[config.mk]
export PLATFORM = sky130hd
export DESIGN_NAME = mipi_pixel_packer_flat
export DESIGN_NICKNAME = d
export VERILOG_FILES = /design/src/rtl/mipi_pack_pkg.sv /design/src/rtl/mipi_pack_if.sv /design/src/rtl/mipi_pack_fifo.sv /design/src/rtl/mipi_pixel_packer.sv /design/src/flat_wrapper.sv
export SDC_FILE = /design/constraint.sdc
export NUM_CORES = 1
export LEC_CHECK = 0
export ABC_CLOCK_PERIOD_IN_PS = 5720
export CAP_MARGIN = 20
export CELL_PAD_IN_SITES_DETAIL_PLACEMENT = 0
export CELL_PAD_IN_SITES_GLOBAL_PLACEMENT = 2
export CORE_MARGIN = 2
export CORE_UTILIZATION = 31
export DETAILED_ROUTE_END_ITERATION = 10
export PLACE_DENSITY_LB_ADDON = 0.1
export SLEW_MARGIN = 20
export SYNTH_ARGS = -nofsm -noshare
export SYNTH_HDL_FRONTEND = slang
export SYNTH_HIERARCHICAL = 1
export SYNTH_SLANG_ARGS = --single-unit
[constraint.sdc]
create_clock -name clk -period 5.72 [get_ports clk]
set_clock_uncertainty 0.15 [all_clocks]
set_input_delay 1.144 -clock clk [delete_from_list [all_inputs] [get_ports clk]]
set_output_delay 1.144 -clock clk [all_outputs]
set_load 0.005 [all_outputs]
[src/rtl/mipi_pack_pkg.sv]
// Shared types and constants for the MIPI pixel packer.
// Optional crop window is enabled with the MIPI_PACK_CROP_EN macro.
package mipi_pack_pkg;

    typedef enum logic {
        WAIT_FRAME,
        IN_FRAME
    } state_t;

    localparam int CNT_W = 16;
    localparam logic [CNT_W-1:0] CNT_MAX = '1;

    function automatic logic [CNT_W-1:0] sat_inc(input logic [CNT_W-1:0] v);
        return (v == CNT_MAX) ? v : v + CNT_W'(1);
    endfunction

endpackage

[src/rtl/mipi_pack_if.sv]
// Avalon-ST source bus carrying packed pixel words with frame/line flags.
interface mipi_pack_if #(
    parameter int OUT_W = 32
);
    logic [OUT_W-1:0] data;
    logic             valid;
    logic             ready;
    logic             sof;
    logic             eol;

    modport master (output data, valid, sof, eol, input ready);
    modport slave  (input data, valid, sof, eol, output ready);
endinterface

[src/rtl/mipi_pack_fifo.sv]
// Sync FIFO of {sof, eol, data} with a registered head word driving the stream.
// The head register counts toward DEPTH, so DEPTH words in total can be held.
module mipi_pack_fifo
    import mipi_pack_pkg::*;
#(
    parameter int DATA_W = 32,
    parameter int DEPTH  = 16
) (
    input  logic              clk,
    input  logic              reset_n,
    input  logic              i_push,
    input  logic              i_sof,
    input  logic              i_eol,
    input  logic [DATA_W-1:0] i_data,
    output logic              o_full,
    mipi_pack_if.master       o_av
);
    localparam int AW = $clog2(DEPTH);
    localparam int CW = AW + 1;

    logic [DATA_W+1:0] r_mem [DEPTH];
    logic [AW-1:0]     r_wr_ptr;
    logic [AW-1:0]     r_rd_ptr;
    logic [CW-1:0]     r_count;
    logic [DATA_W+1:0] r_out;
    logic              r_out_valid;

    logic [DATA_W+1:0] w_in;
    logic [CW-1:0]     w_total;
    logic              w_pop;
    logic              w_load;
    logic              w_mem_empty;
    logic              w_accept;
    logic              w_rd_mem;
    logic              w_wr_mem;

    assign w_in        = {i_sof, i_eol, i_data};
    assign w_pop       = r_out_valid & o_av.ready;
    assign w_load      = !r_out_valid | w_pop;
    assign w_mem_empty = (r_count == '0);
    assign w_total     = r_count + CW'(r_out_valid);
    assign o_full      = (w_total == CW'(DEPTH));
    assign w_accept    = i_push & (!o_full | w_pop);
    assign w_rd_mem    = w_load & !w_mem_empty;
    // An empty FIFO with a free head register bypasses storage entirely.
    assign w_wr_mem    = w_accept & !(w_load & w_mem_empty);

    always_ff @(posedge clk) begin
        if (w_wr_mem) begin
            r_mem[r_wr_ptr] <= w_in;
        end
    end

    always_ff @(posedge clk) begin
        if (!reset_n) begin
            r_wr_ptr    <= '0;
            r_rd_ptr    <= '0;
            r_count     <= '0;
            r_out       <= '0;
            r_out_valid <= 1'b0;
        end else begin
            if (w_wr_mem) r_wr_ptr <= r_wr_ptr + AW'(1);
            if (w_rd_mem) r_rd_ptr <= r_rd_ptr + AW'(1);
            r_count <= r_count + CW'(w_wr_mem) - CW'(w_rd_mem);
            if (w_load) begin
                if (w_rd_mem) begin
                    r_out       <= r_mem[r_rd_ptr];
                    r_out_valid <= 1'b1;
                end else if (w_accept) begin
                    r_out       <= w_in;
                    r_out_valid <= 1'b1;
                end else begin
                    r_out_valid <= 1'b0;
                end
            end
        end
    end

    assign o_av.data  = r_out[DATA_W-1:0];
    assign o_av.eol   = r_out[DATA_W];
    assign o_av.sof   = r_out[DATA_W+1];
    assign o_av.valid = r_out_valid;
endmodule

[src/rtl/mipi_pixel_packer.sv]
// Packs MIPI bridge pixels into words and streams them out through a FIFO.
// Define MIPI_PACK_CROP_EN to add a crop window latched at frame start.
module mipi_pixel_packer
    import mipi_pack_pkg::*;
#(
    parameter int PIXEL_W      = 10,
    parameter int PIX_PER_WORD = 3,
    parameter int OUT_W        = 32,
    parameter int FIFO_DEPTH   = 16
) (
    input  logic               clk,
    input  logic               reset_n,
`ifdef MIPI_PACK_CROP_EN
    input  logic [15:0]        i_crop_x,
    input  logic [15:0]        i_crop_y,
    input  logic [15:0]        i_crop_w,
    input  logic [15:0]        i_crop_h,
`endif
    input  logic [PIXEL_W-1:0] i_pix_d,
    input  logic               i_pix_hs,
    input  logic               i_pix_vs,
    input  logic               i_capture_en,
    input  logic               i_ovf_clr,
    output logic [CNT_W-1:0]   o_frame_count,
    output logic               o_ovf_flag,
    output logic [CNT_W-1:0]   o_drop_count,
    mipi_pack_if.master        o_av
);
    localparam int PACK_W = PIXEL_W * PIX_PER_WORD;
    localparam int SW     = (PIX_PER_WORD > 1) ? $clog2(PIX_PER_WORD) : 1;

    if (OUT_W < PACK_W) begin : g_width_check
        $error("mipi_pixel_packer: OUT_W must be at least PIXEL_W*PIX_PER_WORD");
    end

    state_t            r_state, w_state_next;
    logic              r_vs_d, r_acc_d, r_sof_pend;
    logic [SW-1:0]     r_slot;
    logic [PACK_W-1:0] r_word, w_word_ins;
    logic              r_push_valid, r_push_eol;
    logic [PACK_W-1:0] r_push_data;
    logic              w_vs_rise, w_vs_fall, w_active, w_acc, w_line_end;
    logic              w_crop_ok, w_full, w_drop;

    assign w_vs_rise  = i_pix_vs & !r_vs_d;
    assign w_vs_fall  = !i_pix_vs & r_vs_d;
    assign w_active   = (r_state == IN_FRAME) & i_pix_hs & i_pix_vs;
    assign w_acc      = w_active & w_crop_ok;
    // The accepted run of a line ends on the first cycle without a pixel.
    assign w_line_end = r_acc_d & !w_acc;

`ifdef MIPI_PACK_CROP_EN
    logic [15:0] r_cx, r_cy, r_cw, r_ch, r_x, r_y;
    logic        r_hs_d, w_x_ok, w_y_ok;

    assign w_x_ok = (r_cw == '0) | (({1'b0, r_x} >= {1'b0, r_cx}) &&
                    ({1'b0, r_x} < ({1'b0, r_cx} + {1'b0, r_cw})));
    assign w_y_ok = (r_ch == '0) | (({1'b0, r_y} >= {1'b0, r_cy}) &&
                    ({1'b0, r_y} < ({1'b0, r_cy} + {1'b0, r_ch})));
    assign w_crop_ok = w_x_ok & w_y_ok;

    always_ff @(posedge clk) begin
        if (!reset_n) begin
            {r_cx, r_cy, r_cw, r_ch, r_x, r_y} <= '0;
            r_hs_d <= i_pix_hs;
        end else begin
            r_hs_d <= i_pix_hs;
            if (w_vs_rise) begin
                {r_cx, r_cy, r_cw, r_ch} <= {i_crop_x, i_crop_y, i_crop_w, i_crop_h};
                r_y <= '0;
            end else if (!i_pix_hs && r_hs_d && r_state == IN_FRAME) begin
                r_y <= r_y + 16'd1;
            end
            if (!i_pix_hs)     r_x <= '0;
            else if (w_active) r_x <= r_x + 16'd1;
        end
    end
`else
    assign w_crop_ok = 1'b1;
`endif

    always_ff @(posedge clk) begin
        r_state <= !reset_n ? WAIT_FRAME : w_state_next;
    end

    always_comb begin
        w_state_next = r_state;
        case (r_state)
            WAIT_FRAME: if (w_vs_rise && i_capture_en) w_state_next = IN_FRAME;
            IN_FRAME:   if (w_vs_fall) w_state_next = WAIT_FRAME;
            default:    w_state_next = WAIT_FRAME;
        endcase
    end

    always_comb begin
        w_word_ins = r_word;
        for (int i = 0; i < PIX_PER_WORD; i++) begin
            if (r_slot == SW'(i)) w_word_ins[i*PIXEL_W +: PIXEL_W] = i_pix_d;
        end
    end

    // Sampling vs during reset keeps a frame already in progress from looking like a new one.
    always_ff @(posedge clk) begin
        if (!reset_n) begin
            r_vs_d       <= i_pix_vs;
            r_acc_d      <= 1'b0;
            r_sof_pend   <= 1'b0;
            r_slot       <= '0;
            r_word       <= '0;
            r_push_valid <= 1'b0;
            r_push_eol   <= 1'b0;
            r_push_data  <= '0;
        end else begin
            r_vs_d       <= i_pix_vs;
            r_acc_d      <= w_acc;
            r_push_valid <= 1'b0;
            r_push_eol   <= 1'b0;
            if (w_vs_rise && i_capture_en && r_state == WAIT_FRAME) r_sof_pend <= 1'b1;
            else if (r_push_valid)                                 r_sof_pend <= 1'b0;
            if (w_acc) begin
                if (r_slot == SW'(PIX_PER_WORD - 1)) begin
                    r_push_valid <= 1'b1;
                    r_push_data  <= w_word_ins;
                    r_word       <= '0;
                    r_slot       <= '0;
                end else begin
                    r_word <= w_word_ins;
                    r_slot <= r_slot + SW'(1);
                end
            end else if (w_line_end && r_slot != '0) begin
                r_push_valid <= 1'b1;
                r_push_data  <= r_word;
                r_push_eol   <= 1'b1;
                r_word       <= '0;
                r_slot       <= '0;
            end
        end
    end

    assign w_drop = r_push_valid & w_full & !(o_av.valid & o_av.ready);

    always_ff @(posedge clk) begin
        if (!reset_n) begin
            o_frame_count <= '0;
            o_ovf_flag    <= 1'b0;
            o_drop_count  <= '0;
        end else begin
            if (w_vs_fall) o_frame_count <= o_frame_count + CNT_W'(1);
            if (i_ovf_clr) begin
                o_ovf_flag   <= 1'b0;
                o_drop_count <= '0;
            end else if (w_drop) begin
                o_ovf_flag   <= 1'b1;
                o_drop_count <= sat_inc(o_drop_count);
            end
        end
    end

    // A full word waiting in the push register is the line's last if the run ends now.
    mipi_pack_fifo #(
        .DATA_W (OUT_W),
        .DEPTH  (FIFO_DEPTH)
    ) u_fifo (
        .clk     (clk),
        .reset_n (reset_n),
        .i_push  (r_push_valid),
        .i_sof   (r_sof_pend),
        .i_eol   (r_push_eol | w_line_end),
        .i_data  (OUT_W'(r_push_data)),
        .o_full  (w_full),
        .o_av    (o_av)
    );
endmodule

[src/flat_wrapper.sv]
// flat-port wrapper written by rule: the top's interface ports become plain ports
module mipi_pixel_packer_flat import mipi_pack_pkg::*;
#(
    parameter int PIXEL_W      = 10,
    parameter int PIX_PER_WORD = 3,
    parameter int OUT_W        = 32,
    parameter int FIFO_DEPTH   = 16
)
  (clk, reset_n, i_pix_d, i_pix_hs, i_pix_vs, i_capture_en, i_ovf_clr, o_frame_count, o_ovf_flag, o_drop_count, o_av_data, o_av_valid, o_av_sof, o_av_eol, o_av_ready);
  mipi_pack_if #(.OUT_W(OUT_W)) o_av_i ();
  input  logic clk;
  input  logic reset_n;
  input  logic [PIXEL_W-1:0] i_pix_d;
  input  logic i_pix_hs;
  input  logic i_pix_vs;
  input  logic i_capture_en;
  input  logic i_ovf_clr;
  output logic [CNT_W-1:0] o_frame_count;
  output logic o_ovf_flag;
  output logic [CNT_W-1:0] o_drop_count;
  output wire logic [$bits(o_av_i.data)-1:0] o_av_data;
  output wire logic [$bits(o_av_i.valid)-1:0] o_av_valid;
  output wire logic [$bits(o_av_i.sof)-1:0] o_av_sof;
  output wire logic [$bits(o_av_i.eol)-1:0] o_av_eol;
  input wire logic [$bits(o_av_i.ready)-1:0] o_av_ready;
  assign o_av_data = o_av_i.data;
  assign o_av_valid = o_av_i.valid;
  assign o_av_sof = o_av_i.sof;
  assign o_av_eol = o_av_i.eol;
  assign o_av_i.ready = o_av_ready;
  mipi_pixel_packer #(.PIXEL_W(PIXEL_W), .PIX_PER_WORD(PIX_PER_WORD), .OUT_W(OUT_W), .FIFO_DEPTH(FIFO_DEPTH)) u_core (.clk(clk), .reset_n(reset_n), .i_pix_d(i_pix_d), .i_pix_hs(i_pix_hs), .i_pix_vs(i_pix_vs), .i_capture_en(i_capture_en), .i_ovf_clr(i_ovf_clr), .o_frame_count(o_frame_count), .o_ovf_flag(o_ovf_flag), .o_drop_count(o_drop_count), .o_av(o_av_i));
endmodule
# After elaboration in Yosys (flattened, before gate mapping)
# Memories as Yosys holds them, arrays and structs flattened. A register that Yosys moved wholly into a read port is not among the register bits.
# Cells that the tools add are included.
[word_totals] ff_bits=149 mem_bits_rw=512 input_bits=17 wordCells=99 memories=1
[classes] n_addsub=8 eq_ne=5 muxes=28 bitwise_logic=18 n_reduce_logical=22
[memory_table] name="u_core.u_fifo.r_mem" words=16 width=32 read_ports=1 rd_clocked_by_memory_dff=1 wr=1 line_no="mipi_pack_fifo.sv:21" text="logic [DATA_W+1:0] r_mem [DEPTH];"
[op_table] op="$mux 30" count=6
[op_table] op="$mux 34" count=2
[op_table] op="$add 16x1->16 const B" count=2
[op_table] op="$mux 10" count=3
[op_table] op="$eq 16x16->1 const B" count=1
[op_table] op="$and 1x1->1" count=12
[op_table] op="$mux 1" count=11
[op_table] op="$add 5x1->5" count=2
[op_table] op="$add 4x1->4 const B" count=2
[op_table] op="$logic_not 1->1" count=8
[op_table] op="$mux 4" count=2
[op_table] op="$reduce_bool 2->1" count=4
[op_table] op="$mux 2" count=3
[op_table] op="$reduce_and 2->1" count=3
[op_table] op="$eq 5x5->1 const B" count=1
[op_table] op="$logic_not 5->1" count=1
[op_table] op="$sub 5x1->5" count=1
[op_table] op="$reduce_or 2->1" count=2
[op_table] op="$logic_and 1x1->1" count=3
[op_table] op="$not 1->1" count=3
[op_table] op="$or 1x1->1" count=3
[op_table] op="$add 2x1->2 const B" count=1
[op_table] op="$eq 2x1->1 const B" count=1
[op_table] op="$eq 2x2->1 const B" count=1
[op_table] op="other kinds (3)" count=3

# Logic depth before layout (Yosys ltp)
[depth] depth_word=8 depth_mapped=16

# By module
# The synthesis kept the hierarchy.
[by_module_without_submodules] mod="mipi_pack_fifo" instances=1 cells_each=1144 area_per_inst_um2=23147.2
[by_module_without_submodules] mod="mipi_pixel_packer" instances=1 cells_each=445 area_per_inst_um2=3951.3

# Worst setup path before layout
# Ideal clock, no wire load.
[synth_path] path_type="reg2reg" start="register u_core.u_fifo.r_out_valid, in the netlist u_core/u_fifo/o_av.valid" end="memory u_core/u_fifo/r_mem[3][0] in the netlist's numbering (enable)" setup_time_ps=468 t_arrival_ps=3974 required_time_ps=5102 path_slack_ps=1129 stages_incl_launch_ff=8 n_path_buf=0 cell_sequence="dfxtp_1 -> ha_1 -> ha_1 -> nor2_1 -> o2bb2ai_1 -> a211oi_1 -> o21ai_2 -> nor3_1"
[synth_via] elab_chain_len=8 word_cells_on_any_way=13 cone_classes="add/sub (1); eq/ne (1); mux (2); bitwise (6); reduce/logical (3)"
[synth_lines] item="start, declared" line_no="mipi_pack_fifo.sv:26" text="logic r_out_valid;"
[synth_lines] item="start signal, assigned" line_no="mipi_pack_fifo.sv:60" text="r_out_valid <= 1'b0;"
[synth_lines] item="start signal, assigned" line_no="mipi_pack_fifo.sv:68" text="r_out_valid <= 1'b1;"
[synth_lines] item="start signal, assigned" line_no="mipi_pack_fifo.sv:71" text="r_out_valid <= 1'b1;"
[synth_lines] item="$add 5x1->5" line_no="mipi_pack_fifo.sv:41" text="assign w_total = r_count + CW'(r_out_valid);"
[synth_lines] item="$eq 5x5->1" line_no="mipi_pack_fifo.sv:42" text="assign o_full = (w_total == CW'(DEPTH));"
[synth_lines] item="$logic_not 1->1" line_no="mipi_pack_fifo.sv:43" text="assign w_accept = i_push & (!o_full | w_pop);"
[synth_lines] item="$or 1x1->1" line_no="mipi_pack_fifo.sv:43"
[synth_lines] item="$and 1x1->1" line_no="mipi_pack_fifo.sv:43"
[synth_lines] item="$and 1x1->1 *" line_no="mipi_pack_fifo.sv:46" text="assign w_wr_mem = w_accept & !(w_load & w_mem_empty);"
[synth_lines] item="$mux 1 *" line_no="mipi_pack_fifo.sv:49" text="if (w_wr_mem) begin"
[synth_lines] item="$mux 1 (not written as such) *" line_no="mipi_pack_fifo.sv:50" text="r_mem[r_wr_ptr] <= w_in;"
[synth_lines] item="end, declared" line_no="mipi_pack_fifo.sv:21"
# Every way passes the cells marked *; elsewhere a longest branch is shown, timed or not.

# Worst setup path after layout
[layout_path] start="register u_core.u_fifo.r_out_valid, in the netlist u_core/u_fifo/o_av.valid" end="register u_core.u_fifo.r_count[4]"
[layout_via] elab_chain_len=8 word_cells_on_any_way=14 cone_classes="add/sub (3); eq/ne (1); bitwise (7); reduce/logical (3)"
[layout_lines] item="$add 5x1->5" line_no="mipi_pack_fifo.sv:41"
[layout_lines] item="$eq 5x5->1" line_no="mipi_pack_fifo.sv:42"
[layout_lines] item="$logic_not 1->1" line_no="mipi_pack_fifo.sv:43"
[layout_lines] item="$or 1x1->1" line_no="mipi_pack_fifo.sv:43"
[layout_lines] item="$and 1x1->1" line_no="mipi_pack_fifo.sv:43"
[layout_lines] item="$and 1x1->1" line_no="mipi_pack_fifo.sv:46"
[layout_lines] item="$add 5x1->5" line_no="mipi_pack_fifo.sv:64" text="r_count <= r_count + CW'(w_wr_mem) - CW'(w_rd_mem);"
[layout_lines] item="$sub 5x1->5 *" line_no="mipi_pack_fifo.sv:64"
[layout_lines] item="end signal, assigned" line_no="mipi_pack_fifo.sv:64"
[layout_lines] item="end, declared" line_no="mipi_pack_fifo.sv:24" text="logic [CW-1:0] r_count;"
# Marks and branches as above.
# A chain may end at the register's enable or synchronous reset.

==> flow_metrics.py <==
metrics = {
    "flow_run": {
        "maxCapViolations": 0,
    },
    "clock_network": {
        "ctsLongestPathBuffers": 3,
        "clkTransAtPathRegs_ns": 0.05,
        "cts.htree.levels": 3,
        "cts_root_buffer": "sky130_fd_sc_hd__clkbuf_16",
        "cts_made_buffers": 79,
        "worstSkewPairLatency_ns": 0.62,
        "cts_tree": "done",
        "hold_buffers": 0,
        "cts_num_sinks": 697,
        "cts_post_setup_buffers_inserted": 0,
        "gates_resized_cts_repair": 0,
    },
    "floorplan": {
        "start_util_pct": 31.2,
        "fp.dieArea_mm2": 0.0898,
        "die-height_um": 300,
        "top_level_ports": 85,
        "dieWidth_um": 300,
        "placementRows": 108,
        "design.core.area_mm2": 0.0868,
    },
    "finish": {
        "post_route_cells_drive_above_1_share_pct": 16.5,
        "final_util_pct": 36.7,
        "finalNetCount": 1768,
        "area_growth_syn_to_layout_pct": 17.5,
        "layout.cells.most_common": "sky130_fd_sc_hd__edfxtp_1",
        "n_antenna_cell": 0,
        "commonest_cells_after_routing_fill_and_taps_aside": "sky130_fd_sc_hd__edfxtp_1 (544), sky130_fd_sc_hd__dfxtp_1 (150), sky130_fd_sc_hd__mux4_2 (118)",
        "finish.cell_count_without_fillers": 2950,
    },
    "timing": {
        "unrepaired_setup_endpoints_after_global_routing": "no",
        "drv_slew": 0,
        "setup_viol": 0,
        "post_route_hold_slack_ns": 0.312,
        "setup_total_negative_slack_ns": 0,
        "final-hold-violation-count": 0,
        "timing.final.crit_share_pct": 72.4,
        "final.min_clock_period_ns": 4.14,
        "slew-limit-headroom_pct": 23.9,
        "clock.fmax_ghz": 0.242,
        "postLayoutSetupSlackWorst_ns": 1.58,
        "tightestPinTransition_ns": 1.14,
    },
    "power_and_ir_drop": {
        "power.net_switching_uw": 3480,
        "pwr-share-comb_pct": 19.2,
        "relative_contribution_of_the_clock_network_to_total_power_pct": 36.5,
        "ir_drop_v": 0.000270,
        "p_leak_uw": 0.0101,
        "p_per_area_mw_per_mm2": 405,
        "pwr-share-seq_pct": 44.3,
        "intPower_uw": 9420,
        "power_switching_share_pct": 27.0,
    },
    "drt": {
        "routed_wire_length_per_instance_um": 24.1,
        "dr.pass1.iters": 5,
        "initialDrtViolationCount": 1004,
        "routed_via_density": 4.98,
        "drcViolationCount": 0,
        "dr_total_vias": 14700,
        "routed_wl_um": 71200,
        "postRouteAntennaNets": 0,
    },
    "global_route": {
        "first_global_vias": 15600,
        "grt_max_degree": 114,
        "grt_usage_pct": 16.1,
        "gr-total-overflow": 0,
        "grt_first_pass_wirelength_um": 106000,
        "antenna_violations_before_repair": 1,
    },
    "yosys": {
        "synth_xor_area_share_pct": 0.549,
        "ys.flop_type": "sky130_fd_sc_hd__edfxtp_1",
        "synth-edff-count": 544,
        "ys_seq_area_share_pct": 71.6,
        "synth.distinct_cells": 77,
        "yosys.area_share.adder_pct": 0.859,
        "syn_area_per_cell_um2": 17.1,
        "muxShareOfSynthArea_pct": 13.5,
        "synth-warning-count": 6,
        "netlist_instances": 1589,
        "synth_seq_cells": 697,
        "synth-simple-area-share_pct": 5.86,
        "asyncSetResetFlopFracSynth_pct": 0,
        "combinational_family_with_the_most_area_after_synthesis": "multiplexers",
        "synth_area_mm2": 0.0271,
        "synth-compound-area-share_pct": 5.80,
    },
    "critical_path": {
        "critical_path.max_stage_delay_ns": 0.57,
        "endpoint_kind": "flip-flop",
        "worstPathArrival_ns": 4.51,
        "crit_path_cell_chain": "ha_1, ha_1, or4_4, o31ai_2, nand2_1, inv_1, ha_1, inv_1, ha_1, fa_1, a21oi_1, nor2_1, or3_1, a21oi_1",
        "startpoint_type": "flip-flop",
        "critPathMostFrequentCell": "sky130_fd_sc_hd__ha_1",
        "req_time_crit_path_ns": 6.09,
        "worst_path_max_delay_cell": "sky130_fd_sc_hd__or4_4",
        "worstPathMaxFanout": 14,
        "criticalPathCategory": "reg2reg",
    },
    "placed_design": {
        "placement_stage_worst_setup_slack_ns": 1.35,
        "buffers_added_on_ports": 84,
        "number_of_placed_instances_with_taps_included": 2807,
        "gpl.final_weighted_congestion": 0.702,
        "detailedPlacementHpwl_um": 42500,
    },
    "run_status": {
        "run_status": "finished, final reports clean",
    },
    "worst_hold_path": {
        "hp-class": "reg2reg",
    },
}
Yosys cell counts, types with 2 or more instances:
cell type	instances	share of area, %
sky130_fd_sc_hd__clkbuf_1	42	0.58
sky130_fd_sc_hd__buf_6	4	0.17
sky130_fd_sc_hd__or3_1	8	0.18
sky130_fd_sc_hd__xor2_1	12	0.39
sky130_fd_sc_hd__mux4_2	118	9.8
sky130_fd_sc_hd__or4_1	10	0.28
sky130_fd_sc_hd__o211ai_1	2	0.055
sky130_fd_sc_hd__nor3_1	14	0.26
sky130_fd_sc_hd__nor2b_1	8	0.18
sky130_fd_sc_hd__edfxtp_1	544	60
sky130_fd_sc_hd__and3_1	29	0.67
sky130_fd_sc_hd__ha_1	17	0.78
sky130_fd_sc_hd__a21oi_1	92	1.7
sky130_fd_sc_hd__nand2_1	74	1.0
sky130_fd_sc_hd__nor4_1	2	0.046
sky130_fd_sc_hd__mux2i_1	101	3.7
sky130_fd_sc_hd__o21ai_1	2	0.037
sky130_fd_sc_hd__inv_1	13	0.18
sky130_fd_sc_hd__and4_1	2	0.065
sky130_fd_sc_hd__o31ai_1	10	0.28
sky130_fd_sc_hd__and2_1	8	0.18
sky130_fd_sc_hd__nand3_1	15	0.28
sky130_fd_sc_hd__o21ai_0	20	0.37
sky130_fd_sc_hd__o2bb2ai_1	2	0.065
sky130_fd_sc_hd__buf_4	13	0.36
sky130_fd_sc_hd__nor2_1	87	1.2
sky130_fd_sc_hd__a221oi_1	17	0.55
sky130_fd_sc_hd__or2_2	2	0.046
sky130_fd_sc_hd__a22oi_1	23	0.64
sky130_fd_sc_hd__nand4_1	19	0.44
sky130_fd_sc_hd__a211oi_1	4	0.11
sky130_fd_sc_hd__o21bai_1	3	0.083
sky130_fd_sc_hd__o41ai_1	2	0.065
sky130_fd_sc_hd__nand2b_1	12	0.28
sky130_fd_sc_hd__buf_2	23	0.42
sky130_fd_sc_hd__xnor2_1	5	0.16
sky130_fd_sc_hd__a32o_1	23	0.85
sky130_fd_sc_hd__a21o_1	2	0.055
sky130_fd_sc_hd__a221o_1	12	0.44
sky130_fd_sc_hd__dfxtp_1	153	11
sky130_fd_sc_hd__buf_1	4	0.055
registers in the layout, summed over array words and instances, names as in the netlist, named ones only:
register                  count
u_core/o_drop_count          16
u_core/o_frame_count         16
u_core/o_ovf_flag             1
u_core/r_acc_d                1
u_core/r_push_data           30
u_core/r_push_eol             1
u_core/r_push_valid           1
u_core/r_slot                 2
u_core/r_sof_pend             1
u_core/r_state                1
u_core/r_vs_d                 1
u_core/r_word                30
u_core/u_fifo/o_av.valid      1
u_core/u_fifo/r_count         5
u_core/u_fifo/r_mem         544
u_core/u_fifo/r_out          34
u_core/u_fifo/r_rd_ptr        4
u_core/u_fifo/r_wr_ptr        4
power groups by stage:
stage	sequential [uW]	clock, uW	combinational, uW
finish	5720	4710	2470
global route	5740	5090	2710
CTS	5730	4880	2540
detailed placement	5830	0	2530
global placement	5830	0	2520
floorplan	5710	0	1830
stage by stage:
step | area [um^2] | power, uW
floorplan | 27200 | 7530
global placement | 29400 | 8350
detailed placement | 29400 | 8360
CTS | 31800 | 13100
global route | 31800 | 13500
finish | 31800 | 12900
kinds of logic after synthesis:
kind of cell / count (synthesis)
compound gates: 227
xor+xnor: 17
fa+ha+maj: 18
buf+inv: 101
flops: 697
mux: 219
other cells: 1
simple gates: 309
worst max-delay path, delay by kind of cell, from the launching register on:
family | cells | cell delay, ns
simple gates | 4 | 1.29
compound gates | 3 | 0.58
fa+ha+maj | 5 | 1.29
buf+inv | 2 | 0.19
flops | 1 | 0.56
cell type report:
| class | instances | area [um^2] |
|---|---|---|
| clock buffers | 117 | 2250 |
| clock inverters | 26 | 136 |
| fillers | 8248 | 54900 |
| inverters | 15 | 58.8 |
| multi-input cells | 824 | 7400 |
| flip-flops and latches | 697 | 19400 |
| well taps | 1155 | 1450 |
| repair buffers | 116 | 1140 |
metal layers:
metal / share of wire, % / wire length [um] / global-route usage (%)
met5: 0 / 0 / 0
met3: 4.4 / 3170 / 2.62
met2: 48 / 33900 / 26.2
met1: 46 / 32800 / 22.2
met4: 1.9 / 1370 / 4.71
final timing paths:
path                                         startpoint  cells after the start                                  end  slack [ns]
hold reg to reg          u_core/r_word[10]$_SDFFE_PN0P_                      2  u_core/r_push_data[10]$_SDFFE_PN0P_        0.31
setup / recovery  u_core/u_fifo/o_av.valid$_SDFFE_PN0P_                     14  u_core/u_fifo/r_count[4]$_SDFF_PN0_        1.58
hold / removal           u_core/r_word[10]$_SDFFE_PN0P_                      2  u_core/r_push_data[10]$_SDFFE_PN0P_        0.31
setup reg to reg  u_core/u_fifo/o_av.valid$_SDFFE_PN0P_                     14  u_core/u_fifo/r_count[4]$_SDFF_PN0_        1.58
Note: power is estimated with default switching activity, not from simulation.
